### src/rtl/eq_pkg.sv
// eq_pkg: shared definitions for the cascaded biquad EQ.
//  - FSM state encoding for eq_mac_scheduler
//  - coefficient fraction width and taps per band
//  - coefficient bank index map (band*5 + tap), shared with the coef bank
package eq_pkg;

  localparam int FRAC          = 14;
  localparam int TAPS_PER_BAND = 5;

  typedef enum logic [2:0] {
    IDLE    = 3'd0,
    CAPTURE = 3'd1,
    MAC     = 3'd2,
    WB      = 3'd3,
    DONE    = 3'd4
  } state_e;

  // Tap order within a band: b0, b1, b2, a1, a2
  localparam logic [3:0] LOW_B0  = 4'd0;
  localparam logic [3:0] LOW_B1  = 4'd1;
  localparam logic [3:0] LOW_B2  = 4'd2;
  localparam logic [3:0] LOW_A1  = 4'd3;
  localparam logic [3:0] LOW_A2  = 4'd4;
  localparam logic [3:0] MID_B0  = 4'd5;
  localparam logic [3:0] MID_B1  = 4'd6;
  localparam logic [3:0] MID_B2  = 4'd7;
  localparam logic [3:0] MID_A1  = 4'd8;
  localparam logic [3:0] MID_A2  = 4'd9;
  localparam logic [3:0] HIGH_B0 = 4'd10;
  localparam logic [3:0] HIGH_B1 = 4'd11;
  localparam logic [3:0] HIGH_B2 = 4'd12;
  localparam logic [3:0] HIGH_A1 = 4'd13;
  localparam logic [3:0] HIGH_A2 = 4'd14;

endpackage

### src/rtl/eq_round_sat.sv
// eq_round_sat: combinational accumulator -> sample conversion.
//  y = sat_DATA_W((acc + 2^(FRAC-1)) >>> FRAC), round-half-up.
// Ports:
//  acc  in   ACC_W   signed accumulator
//  y    out  DATA_W  signed rounded, saturated sample
module eq_round_sat
  import eq_pkg::*;
#(
  parameter int ACC_W  = 40,
  parameter int DATA_W = 16
) (
  input  logic signed [ACC_W-1:0]  acc,
  output logic signed [DATA_W-1:0] y
);

  localparam logic signed [ACC_W-1:0] HALF = ACC_W'(1) <<< (FRAC - 1);
  localparam logic signed [ACC_W-1:0] MAXV = (ACC_W'(1) <<< (DATA_W - 1)) - ACC_W'(1);
  localparam logic signed [ACC_W-1:0] MINV = -MAXV - ACC_W'(1);

  logic signed [ACC_W-1:0] shf;

  // acc is bounded well inside ACC_W, so adding HALF cannot wrap
  assign shf = (acc + HALF) >>> FRAC;

  always_comb begin
    y = shf[DATA_W-1:0];
    if (shf > MAXV)      y = MAXV[DATA_W-1:0];
    else if (shf < MINV) y = MINV[DATA_W-1:0];
  end

endmodule

### src/rtl/eq_mac_scheduler.sv
// eq_mac_scheduler: runs NUM_BANDS cascaded biquads (low->mid->high) on one
// shared signed multiplier/accumulator, once per I2S frame.
// Ports:
//  clk, reset   system clock, synchronous active-high reset
//  l_r_clk      I2S word select; rising edge starts a frame
//  bypass       1 = output captured input unfiltered (filters still run)
//  audio_in     signed input sample
//  coef_addr    coefficient index band*5+tap (0 outside MAC)
//  coef_data    coefficient for coef_addr, Q2.14, combinational read
//  audio_out    filtered sample, held until next result
//  out_valid    1-cycle pulse with new audio_out
//  busy         high whenever the FSM is not IDLE
//  overrun      1-cycle pulse when a start edge lands while busy
module eq_mac_scheduler
  import eq_pkg::*;
#(
  parameter int DATA_W    = 16,
  parameter int COEF_W    = 16,
  parameter int ACC_W     = 40,
  parameter int NUM_BANDS = 3
) (
  input  logic              clk,
  input  logic              reset,
  input  logic              l_r_clk,
  input  logic              bypass,
  input  logic [DATA_W-1:0] audio_in,
  output logic [3:0]        coef_addr,
  input  logic [COEF_W-1:0] coef_data,
  output logic [DATA_W-1:0] audio_out,
  output logic              out_valid,
  output logic              busy,
  output logic              overrun
);

  localparam int BW = (NUM_BANDS > 1) ? $clog2(NUM_BANDS) : 1;
  localparam int PW = DATA_W + COEF_W;

  state_e                   state_q, state_d;
  logic [BW-1:0]            band_q, band_d;
  logic [2:0]               tap_q, tap_d;
  logic signed [ACC_W-1:0]  acc_q, acc_d;
  logic signed [DATA_W-1:0] band_in_q, band_in_d;
  logic [DATA_W-1:0]        cap_q, cap_d;
  logic                     bypass_q, bypass_d;
  logic                     lrc_q, lrc_d;
  logic [DATA_W-1:0]        audio_out_q, audio_out_d;
  logic                     out_valid_q, out_valid_d;
  logic                     overrun_q, overrun_d;

  // Per-band history, indexed by band_q
  logic signed [DATA_W-1:0] x1_q [NUM_BANDS];
  logic signed [DATA_W-1:0] x2_q [NUM_BANDS];
  logic signed [DATA_W-1:0] y1_q [NUM_BANDS];
  logic signed [DATA_W-1:0] y2_q [NUM_BANDS];
  logic signed [DATA_W-1:0] x1_d [NUM_BANDS];
  logic signed [DATA_W-1:0] x2_d [NUM_BANDS];
  logic signed [DATA_W-1:0] y1_d [NUM_BANDS];
  logic signed [DATA_W-1:0] y2_d [NUM_BANDS];

  logic                     start;
  logic signed [DATA_W-1:0] opnd;
  logic signed [PW-1:0]     prod;
  logic signed [ACC_W-1:0]  prod_ext;
  logic signed [DATA_W-1:0] y_rs;

  assign start     = l_r_clk & ~lrc_q;
  assign busy      = (state_q != IDLE);
  assign audio_out = audio_out_q;
  assign out_valid = out_valid_q;
  assign overrun   = overrun_q;
  assign coef_addr = (state_q == MAC)
                   ? 4'(32'(band_q) * TAPS_PER_BAND + 32'(tap_q)) : 4'd0;

  // Single multiplier: operand chosen by tap, coefficient from the bank
  always_comb begin
    opnd = band_in_q;
    case (tap_q)
      3'd1:    opnd = x1_q[band_q];
      3'd2:    opnd = x2_q[band_q];
      3'd3:    opnd = y1_q[band_q];
      3'd4:    opnd = y2_q[band_q];
      default: opnd = band_in_q;
    endcase
  end

  assign prod     = opnd * $signed(coef_data);
  assign prod_ext = {{(ACC_W-PW){prod[PW-1]}}, prod};

  eq_round_sat #(.ACC_W(ACC_W), .DATA_W(DATA_W)) u_rs (
    .acc (acc_q),
    .y   (y_rs)
  );

  always_comb begin
    state_d     = state_q;
    band_d      = band_q;
    tap_d       = tap_q;
    acc_d       = acc_q;
    band_in_d   = band_in_q;
    cap_d       = cap_q;
    bypass_d    = bypass_q;
    lrc_d       = l_r_clk;
    audio_out_d = audio_out_q;
    out_valid_d = 1'b0;
    overrun_d   = start & (state_q != IDLE);
    x1_d        = x1_q;
    x2_d        = x2_q;
    y1_d        = y1_q;
    y2_d        = y2_q;
    case (state_q)
      IDLE: if (start) state_d = CAPTURE;
      CAPTURE: begin
        band_in_d = audio_in;
        cap_d     = audio_in;
        bypass_d  = bypass;
        acc_d     = '0;
        band_d    = '0;
        tap_d     = '0;
        state_d   = MAC;
      end
      MAC: begin
        // feedback taps (a1, a2) subtract
        acc_d = (tap_q >= 3'd3) ? acc_q - prod_ext : acc_q + prod_ext;
        if (tap_q == 3'd4) begin
          tap_d   = '0;
          state_d = WB;
        end else begin
          tap_d = tap_q + 3'd1;
        end
      end
      WB: begin
        x2_d[band_q] = x1_q[band_q];
        x1_d[band_q] = band_in_q;
        y2_d[band_q] = y1_q[band_q];
        y1_d[band_q] = y_rs;
        band_in_d    = y_rs;
        acc_d        = '0;
        if (band_q == BW'(NUM_BANDS - 1)) begin
          state_d = DONE;
        end else begin
          band_d  = band_q + BW'(1);
          state_d = MAC;
        end
      end
      DONE: begin
        // band_in_q now holds the last band's output
        audio_out_d = bypass_q ? cap_q : band_in_q;
        out_valid_d = 1'b1;
        state_d     = IDLE;
      end
      default: state_d = IDLE;
    endcase
  end

  always_ff @(posedge clk) begin
    if (reset) begin
      state_q     <= IDLE;
      band_q      <= '0;
      tap_q       <= '0;
      acc_q       <= '0;
      band_in_q   <= '0;
      cap_q       <= '0;
      bypass_q    <= 1'b0;
      lrc_q       <= 1'b0;
      audio_out_q <= '0;
      out_valid_q <= 1'b0;
      overrun_q   <= 1'b0;
      for (int b = 0; b < NUM_BANDS; b++) begin
        x1_q[b] <= '0;
        x2_q[b] <= '0;
        y1_q[b] <= '0;
        y2_q[b] <= '0;
      end
    end else begin
      state_q     <= state_d;
      band_q      <= band_d;
      tap_q       <= tap_d;
      acc_q       <= acc_d;
      band_in_q   <= band_in_d;
      cap_q       <= cap_d;
      bypass_q    <= bypass_d;
      lrc_q       <= lrc_d;
      audio_out_q <= audio_out_d;
      out_valid_q <= out_valid_d;
      overrun_q   <= overrun_d;
      x1_q        <= x1_d;
      x2_q        <= x2_d;
      y1_q        <= y1_d;
      y2_q        <= y2_d;
    end
  end

endmodule
### config.mk
export PLATFORM = sky130hd
export DESIGN_NAME = eq_mac_scheduler
export DESIGN_NICKNAME = d
export VERILOG_FILES = /design/src/rtl/eq_pkg.sv /design/src/rtl/eq_round_sat.sv /design/src/rtl/eq_mac_scheduler.sv
export SDC_FILE = /design/constraint.sdc
export NUM_CORES = 2
export LEC_CHECK = 0
export CAP_MARGIN = 10
export CORE_ASPECT_RATIO = 0.7
export CORE_UTILIZATION = 47
export CTS_CLUSTER_DIAMETER = 80
export DETAILED_ROUTE_END_ITERATION = 8
export PLACE_DENSITY_LB_ADDON = 0.1
export RECOVER_POWER = 100
export SETUP_SLACK_MARGIN = 0.4
export SYNTH_ARGS = -nofsm -noshare
export SYNTH_HDL_FRONTEND = slang
export SYNTH_SLANG_ARGS = --single-unit
### constraint.sdc
create_clock -name clk -period 31.4 [get_ports clk]
set_input_delay 6.28 -clock clk [delete_from_list [all_inputs] [get_ports clk]]
set_output_delay 6.28 -clock clk [all_outputs]
set_load 0.02 [all_outputs]
==> flow_summary.ini <==
[run_status]
outcome = finished with violations
failed_checks = max-capacitance violations, max-slew violations

[logic_synthesis]
yosys.area.top_type_share = 0.227
synth-main-ff-cell = dfxtp_1
netlist_instances = 3096
total_standard_cell_area_after_synthesis_um2 = 25700
synth-seq-area-share = 0.227
syn_area_per_cell_um2 = 8.31
async_reset_ff_frac = 0
synth_cell_type_count = 76
mappedNetlistNets = 3531
synth_largest_area_cell = dfxtp_1
synth.ff_latch_count = 292
yosysWarnings = 0
synth-edff-count = 0
ys_top_cells_by_area = dfxtp_1 23%, fa_1 21%, ha_1 6.6%

[floorplan]
die_height_um = 198
initial_core_utilization = 0.478
io_pins = 59
core-area_um2 = 53800
die-area_um2 = 55700
die_x_um = 282
row_count = 71

[routing]
post_drt_wl_per_cell_um = 19.3
post_route_drc_violation_count = 0
detail-route-antenna-nets = 0
drtIter0Drc = 1708
detailroute.via_count = 21300
post_drt_via_cell_ratio = 5.62
detail_route.first_pass.iterations = 5
routed_wirelength_um = 73100

[critical_path]
worst_path_cell_with_the_longest_stage_delay = nor3_1
startpoint_type = primary input
timing.critical_path.fanout_max = 16
slowest_delay_ns = 0.88
critPathCaptureType = register
cp_data_required_time_ns = 31.87
timing.setup.critical_path_class = in2reg
arrival_ns = 16.87

[finish]
utilization = 0.517
layout_nets = 3465
syn_to_final_growth_pct = 8.17
final-instance-count-excl-fill = 3783
fillerInstances = 5142
num_antenna_cells = 0
layout_commonest_cell = nor2_1
share_of_layout_cells_above_drive_strength_1 = 0.0403
leading_cell_types_in_the_layout_fill_and_taps_excluded = 367 x nor2_1, 355 x inv_1, 299 x nand2_1

[placement]
place.port_buffers = 58
dp.final_hpwl_um = 53500
placed_cells = 3728
finalWeightedCongestion = 0.903

[clock_network]
worstSkewPairLatency_ns = 0.59
ctsHtreeMaxLevel = 1
clkSlewWorstSetupHoldPaths_ns = 0.07
cts-resized-gates = 0
cts_hold_repair.buffers = 0
numCtsBuffers = 30
clock_tree.buffer_depth = 3
cts.root.buffer_cell = clkbuf_16
clkSinkCount = 292
cts_setup_buffers = 0
tritoncts = built

[global_routing]
gr-usage-all-layers = 0.267
antenna_found_initial = 0
grt_start_max_net_pins = 116
grt-ovfl-total = 0
number_of_global_route_vias_before_repair = 20500
first_pass_grt_wire_length_um = 117000

[timing]
finalClockSkew_ns = 0.0305
final.min_clock_period_ns = 16.40
rsz0062_at_grt = no
setup-tns-final_ns = 0
number_of_hold_violations_in_the_final_report = 0
final_worst_path_period_share = 0.522
worst_slew_pin_slew_ns = 5.50
relSlewSlack = -2.67
max_freq_ghz = 0.0610
report.final.slew_viol_count = 340
finalSetupViolCount = 0

[hold_path]
holdCritPathClass = reg2reg

[flow_run]
maxCapViolCount = 4
routing by layer:
layer  track usage  vias to the layer above  wire (um)
met5             0                        -          0
met4        0.0326                        0        741
met3        0.0382                       64       5240
met2         0.367                      660      29400
met1         0.442                    10400      37700
li1              -                    10100          -
worst paths after layout:
| path | start | end | slack [ns] | depth (start not counted) |
|---|---|---|---|---|
| worst min register to register | lrc_q | overrun | 0.43 | 1 |
| worst max register to register | band_q[0] | acc_q[37] | 17.87 | 44 |
| worst max-delay path | coef_data[6] | acc_q[37] | 15.00 | 37 |
| worst min-delay path | lrc_q | overrun | 0.43 | 1 |
flip-flops by register name, indices dropped and copies added (netlist names):
| signal | cells |
|---|---|
| x2_q | 48 |
| y1_q | 48 |
| y2_q | 48 |
| overrun | 1 |
| x1_q | 48 |
| band_in_q | 16 |
| bypass_q | 1 |
| audio_out | 16 |
| cap_q | 16 |
| state_q | 3 |
| band_q | 2 |
| acc_q | 40 |
| out_valid | 1 |
| tap_q | 3 |
| lrc_q | 1 |
through the flow:
stage          area [um^2]  hold slack, ns  setup WS [ns]
3_5_place_dp         26800           0.416          14.97
2_1_floorplan        25700           0.400          16.41
6_report             27800           0.432          15.00
4_1_cts              27900           0.429          15.53
3_3_place_gp         26800           0.413          15.03
5_1_grt              27800           0.461          14.30
critical path: cells and delay by family:
family                   cells  cell delay, ns
AND/OR/NAND/NOR              8            2.66
adder cells (fa/ha/maj)      8            3.98
AO/OA/AOI/OAI               11            2.09
buffers and inverters        7            1.19
XOR/XNOR                     3            0.67
cell families after synthesis:
| kind of cell | count (synthesis) | synth area share |
|---|---|---|
| multiplexers | 81 | 0.0315 |
| buffers and inverters | 545 | 0.0801 |
| adder cells (fa/ha/maj) | 399 | 0.271 |
| AO/OA/AOI/OAI | 695 | 0.180 |
| flip-flops | 292 | 0.227 |
| XOR/XNOR | 120 | 0.0409 |
| AND/OR/NAND/NOR | 964 | 0.169 |
cell type report:
cell class | instances | area (um^2) | share of cell area
Inverter | 356 | 1340 | 0.0480
Timing Repair Buffer | 91 | 815 | 0.0293
Clock buffer | 43 | 890 | 0.0320
Tap cell | 730 | 913 | 0.0328
Clock inverter | 12 | 139 | 0.00499
Sequential cell | 292 | 5850 | 0.210
Multi-Input combinational cell | 2259 | 17900 | 0.642
cells in the mapped netlist (22+ instances only):
cell type,n
nor2_1,367
inv_1,355
nand2_1,299
dfxtp_1,292
fa_1,264
a21oi_1,212
a211oi_1,203
clkbuf_1,169
and2_1,151
ha_1,135
mux2i_1,81
xnor2_1,70
o21ai_0,54
xor2_1,50
a21o_1,32
nand3_1,32
o21a_1,31
o22ai_1,30
a31oi_1,29
a22oi_1,22
Power is left out: the tool's default activity adds up to more than one toggle a clock period on the data nets, which glitch-free logic cannot reach.
